$ cat src/rtl/prog_harness.sv
// Program-loading test harness: holds a small program image served on the CPU
// fetch port, runs it until the halt address or a cycle budget, then checks v0.
module prog_harness #(
  parameter int unsigned      WIDTH     = 32,
  parameter int unsigned      DEPTH     = 16,
  parameter logic [WIDTH-1:0] BASE_ADDR = 32'hBFC00000,
  parameter logic [WIDTH-1:0] HALT_ADDR = '0,
  parameter int unsigned      TIMEOUT   = 1024,
  parameter logic [WIDTH-1:0] NOP_WORD  = '0
) (
  input  logic             clk,
  input  logic             reset,
  input  logic             load_en,
  input  logic [WIDTH-1:0] load_data,
  input  logic             clear,
  input  logic             start,
  input  logic [WIDTH-1:0] expected,
  input  logic [WIDTH-1:0] instr_address,
  output logic [WIDTH-1:0] instr_readdata,
  input  logic [WIDTH-1:0] register_v0,
  output logic             running,
  output logic             done,
  output logic             pass,
  output logic             timed_out,
  output logic             overflow,
  output logic [15:0]      cycles,
  output logic [WIDTH-1:0] result
);

  localparam int unsigned AW = (DEPTH > 1) ? $clog2(DEPTH) : 1;
  localparam int unsigned LW = $clog2(DEPTH + 1);

  typedef enum logic [1:0] {S_IDLE, S_RUN, S_CHECK, S_DONE} state_t;

  state_t           r_state;
  state_t           w_next;
  logic [WIDTH-1:0] r_mem [DEPTH];
  logic [LW-1:0]    r_len;
  logic             r_overflow;
  logic             r_pass;
  logic             r_timed_out;
  logic [15:0]      r_cycles;
  logic [WIDTH-1:0] r_result;

  logic [WIDTH-1:0] w_off;
  logic [WIDTH-1:0] w_idx;
  logic             w_hit;
  logic             w_halt;
  logic             w_tmo;
  logic             w_full;
  logic             w_load;

  // Fetch path: only words inside the loaded part of the window are served.
  assign w_off  = instr_address - BASE_ADDR;
  assign w_idx  = w_off >> 2;
  assign w_hit  = (instr_address >= BASE_ADDR) && (w_off[1:0] == 2'b00) &&
                  (w_idx < WIDTH'(r_len));
  assign instr_readdata = w_hit ? r_mem[w_idx[AW-1:0]] : NOP_WORD;

  assign w_halt = (instr_address == HALT_ADDR);
  assign w_tmo  = (r_cycles == 16'(TIMEOUT - 1));
  assign w_full = (r_len == LW'(DEPTH));
  assign w_load = (r_state == S_IDLE) && load_en && !clear;

  always_ff @(posedge clk or negedge reset) begin
    if (!reset) r_state <= S_IDLE;
    else        r_state <= w_next;
  end

  always_comb begin
    w_next = r_state;
    if (clear) begin
      w_next = S_IDLE;
    end else begin
      case (r_state)
        S_IDLE:  if (start && !load_en) w_next = S_RUN;
        S_RUN:   if (w_halt) w_next = S_CHECK;
                 else if (w_tmo) w_next = S_DONE;
        S_CHECK: w_next = S_DONE;
        S_DONE:  if (start) w_next = S_RUN;
        default: w_next = S_IDLE;
      endcase
    end
  end

  always_comb begin
    running = (r_state == S_RUN) || (r_state == S_CHECK);
    done    = (r_state == S_DONE);
  end

  // Program image is deliberately left out of reset; length gates every read.
  always_ff @(posedge clk) begin
    if (w_load && !w_full) r_mem[r_len[AW-1:0]] <= load_data;
  end

  always_ff @(posedge clk or negedge reset) begin
    if (!reset) begin
      r_len       <= '0;
      r_overflow  <= 1'b0;
      r_pass      <= 1'b0;
      r_timed_out <= 1'b0;
      r_cycles    <= '0;
      r_result    <= '0;
    end else if (clear) begin
      r_len       <= '0;
      r_overflow  <= 1'b0;
      r_pass      <= 1'b0;
      r_timed_out <= 1'b0;
    end else begin
      case (r_state)
        S_IDLE: begin
          if (load_en) begin
            if (w_full) r_overflow <= 1'b1;
            else        r_len      <= r_len + LW'(1);
          end else if (start) begin
            r_cycles <= '0;
          end
        end
        S_RUN: begin
          // Count only while staying in RUN, so cycles freezes at the exit cycle.
          if (!w_halt && w_tmo) begin
            r_timed_out <= 1'b1;
            r_pass      <= 1'b0;
          end else if (!w_halt && (r_cycles != '1)) begin
            r_cycles <= r_cycles + 16'd1;
          end
        end
        S_CHECK: begin
          r_result    <= register_v0;
          r_pass      <= (register_v0 == expected);
          r_timed_out <= 1'b0;
        end
        S_DONE: begin
          if (start) begin
            r_cycles    <= '0;
            r_pass      <= 1'b0;
            r_timed_out <= 1'b0;
          end
        end
        default: ;
      endcase
    end
  end

  assign pass      = r_pass;
  assign timed_out = r_timed_out;
  assign overflow  = r_overflow;
  assign cycles    = r_cycles;
  assign result    = r_result;

endmodule

$ cat config.mk
export PLATFORM = sky130hd
export DESIGN_NAME = prog_harness
export DESIGN_NICKNAME = d
export VERILOG_FILES = /design/src/rtl/prog_harness.sv
export SDC_FILE = /design/constraint.sdc
export NUM_CORES = 1
export LEC_CHECK = 0
export ABC_AREA = 1
export BUFFER_PORTS_ARGS = -buffer_cell sky130_fd_sc_hd__buf_2
export CAP_MARGIN = 10
export CORE_UTILIZATION = 40
export DETAILED_ROUTE_END_ITERATION = 16
export PLACE_DENSITY = 0.57
export SYNTH_ARGS = -nofsm -noshare
export SYNTH_HDL_FRONTEND = slang
export SYNTH_SLANG_ARGS = --single-unit
export TNS_END_PERCENT = 50
$ cat constraint.sdc
create_clock -name clk -period 4.1 [get_ports clk]
set_clock_uncertainty 0.2 [all_clocks]
set_input_delay 1.23 -clock clk [delete_from_list [all_inputs] [get_ports clk]]
set_output_delay 1.23 -clock clk [all_outputs]
set_load 0.02 [all_outputs]
==> flow_summary_export.csv <==
group,metric,value,unit
clock_network,clock_latency,620,ps
timing,worstMarginPinSlew,611,ps
clock_network,hold_buffers,0,
finish,area.growth.synth_to_final,22.5,%
worst_setup_path,r2r_setup_slack,1130,ps
worst_setup_path,worstPathRequired,2670,ps
worst_setup_path,worst_ep_arrival_time,2670,ps
detailed_routing,drt_iter0_drc,1444,
synthesis,synth.avg_cell_area,10.9,sq um
grt,grt_first_pass_wirelength,99100,um
synthesis,yosysTopAreaCell,"edfxtp_1",
synthesis,synth_cells,2221,
worst_setup_path,path_max_fanout,7,
power,finalPower,13.6,mW
detailed_routing,routedWlPerCell,20.0,um
worst_setup_path,endpoint_kind,"primary output",
detailed_routing,drc,0,
grt,grt_max_degree,64,
run,maxCapViolCount,0,
detailed_routing,wirelength,66400,um
power,leakagePower,11.4,nW
floorplanning,start_util,40.4,%
detailed_routing,viasPerCell,5.21,
synthesis,ys_ff_latch,570,
clock_network,cts_sinks,570,
min_path,min_path_type,"flop to flop",
grt,antenna_found_initial,3,
timing,rsz0062_at_grt,"yes",
grt,grt_remaining_overflow,0,
status,status,"completed",
timing,max_freq,0.244,GHz
min_path,hold_start,"result[14]",
synthesis,synth_top_area_share,63.2,%
worst_setup_path,crit_end,"instr_readdata[11]",
synthesis,ys_top_cells_by_area,"edfxtp_1, nand2_1, nand3_1, dfrtp_1, nor2_1",
finish,final_net_count,2641,
placed_design,dpl.hpwl,38300,um
timing,holdWs,263,ps
timing,min_period_over_period,99.9,%
clock_network,h-tree-depth,2,
worst_setup_path,start_kind,"input port",
worst_setup_path,crit_start,"instr_address[21]",
floorplanning,die_width,249,um
timing,slew_viol_final,0,
floorplanning,pin_count,218,
worst_setup_path,critPathSlowestCell,"clkbuf_16",
floorplanning,die_area,61800,sq um
finish,drive_gt1_share,20.8,%
worst_setup_path,max_stage_delay,220,ps
placed_design,port_buffers,217,
clock_network,clockBufferDepth,3,
detailed_routing,final_antenna_net_count,0,
clock_network,cts_root_buf,"clkbuf_16",
floorplanning,rows,90,
synthesis,synth_edf_count,512,
clock_network,numCtsBuffers,58,
detailed_routing,num_vias,17300,
synthesis,synth_cell_type_count,39,
power,p_per_area,455,nW/um^2
timing,setup_viol,0,
synthesis,async_flop_share,10.2,%
placed_design,place.gp.congestion,0.877,
synthesis,netlist_area,24300,sq um
timing,period_minus_slack,4100,ps
detailed_routing,drt_pre_antenna_iters,5,
floorplanning,coreArea,60200,sq um
clock_network,cts_tree,"built",
worst_setup_path,crit_path_cell_trace,"buf_2, nor2_1, nand2_2, nor2_2, nand2_1, nor2_1, nand2_1, nor2_4, nand2_4, clkbuf_16, nor2_2, buf_4",
synthesis,synth-seq-area-share,69.2,%
worst_setup_path,worstReg2RegEnd,"r_mem[9][27]",
synthesis,synth-warning-count,0,
synthesis,synth_top_flop_cell,"edfxtp_1",
worst_setup_path,ff2ff_path_depth,9,
grt,grt_pass1_vias,16400,
floorplanning,dieHeight,249,um
grt,grt.total_usage,20.8,%
power,peakVddDrop,0.296,mV
worst_setup_path,worstSetupPathType,"input port to primary output",
synthesis,synth_fp_nets,2367,
timing,timing.slew.headroom,59.2,%
worst_setup_path,r2r_start,"r_state[0]",
timing,hold_viol_final,0,
clock_network,clk_pin_slew,60,ps
## cell type report
type	instances	area [sq um]
Timing Repair Buffer	333	2850
Inverter	89	363
Fill cell	5356	30500
Tap cell	782	978
Clock inverter	29	198
Sequential cell	570	16800
Clock buffer	76	1590
Multi-Input combinational cell	1443	6960
Antenna cell	1	2.50
## cell usage after synthesis, types with 2 or more instances
cell      instances
ha_1             13
inv_2             8
nand4_1           5
o21ai_0         108
o22ai_1          33
o21ai_1           3
nor3_1           11
buf_6             5
nand3_1         387
inv_1            79
clkbuf_2          2
dfrtp_1          58
nor2_2            3
clkinv_1          2
nand2_1         566
buf_2            71
clkbuf_1         25
nand3_2          12
nor2_1          260
edfxtp_1        512
xor2_1           11
o221ai_1          2
xnor2_1          10
buf_1            11
nor2_4            2
nand2_2           4
buf_4             6
## worst min-delay path by stage
stage            endpoint  slack [ps]  depth (start not counted)
2_1_floorplan  r_state[1]         300                          2
3_3_place_gp   result[16]         250                          2
3_5_place_dp   result[14]         250                          2
4_1_cts        result[14]         270                          2
5_1_grt        result[12]         290                          2
6_report       result[14]         260                          2
## metrics by stage
| step | setup slack [ps] | area [sq um] | utilization [%] | std cells | setup TNS, ps |
|---|---|---|---|---|---|
| CTS | -23.7 | 29100 | 48.2 | 3311 | -87.4 |
| global placement | -166 | 27200 | 45.1 | 3206 | -4640 |
| floorplan | 160 | 24300 | - | 2221 | 0 |
| detailed placement | -193 | 27200 | 45.1 | 3206 | -5210 |
| finish | 2.95 | 29800 | 49.4 | 3323 | 0 |
| global route | -46.6 | 29800 | 49.4 | 3323 | -761 |
## timing repair
item | 4_1_cts | 5_1_grt
pin swaps | 1 | 14
buffers inserted | 0 | 4
endpoints found under the setup margin | 32 | 32
gates cloned | 0 | 7
resized for setup | 31 | 134
## kinds of logic (layout without fill, tap and decap cells)
family,after synthesis,count (layout),synth area share [%]
AOI/OAI and AO/OA,152,152,3.38
xor gates and xnor gates,21,21,0.756
adders and majority gates,13,13,0.669
buffers and inverters,209,527,3.85
DFF,570,570,69.2
other,0,1,0
and+or+nand+nor,1256,1257,22.1
## sequential cells by signal (all words and copies together), names as in the netlist
| register | count |
|---|---|
| r_mem | 512 |
| result | 32 |
| cycles | 16 |
| r_len | 5 |
| r_state | 2 |
| overflow | 1 |
| pass | 1 |
| timed_out | 1 |
## report_power, final
part	internal (mW)	leakage (nW)	switching, mW
Combinational	0.594	5.19	1.23
Sequential	6.58	5.37	0.127
Clock	2.84	0.885	2.18
Total	10.0	11.4	3.54
## placed cells by master, fill, tap and decap left out, types with 2 or more instances in the layout
cell type,synthesis,layout
nand3_2,12,12
nor2_2,3,24
bufinv_16,0,2
buf_12,0,39
clkbuf_16,0,66
buf_4,6,78
clkinvlp_4,0,2
inv_1,79,77
nand2_1,566,548
buf_2,71,173
clkbuf_1,25,13
nor2_4,2,34
o21ai_1,3,4
xnor2_1,10,10
o221ai_1,2,2
nor3_1,11,10
nand2_2,4,20
ha_4,0,3
buf_6,5,33
clkinv_1,2,10
inv_2,8,8
xor2_1,11,11
nand2_4,1,3
nor2_1,260,208
nand3_1,387,387
clkbuf_8,0,3
o21ai_0,108,106
buf_16,0,3
ha_1,13,10
clkinv_2,0,15
edfxtp_1,512,512
nand4_1,5,5
o22ai_1,33,32
dfrtp_1,58,58
## per-layer routing
metal  vias to the layer above  track usage, %  part of all wire (%)
li1                       8244               -                     -
met2                       502            34.3                    48
met4                         4            6.62                   2.3
met1                      8471            28.4                    44
met5                         -               0                 0.044
met3                        89            2.89                   4.9
## worst max-delay path, delay by kind of cell
kind          cells  cell delay (ps)
buf+inv           3              460
simple gates      9              970
(Power assumes the default switching activity.)
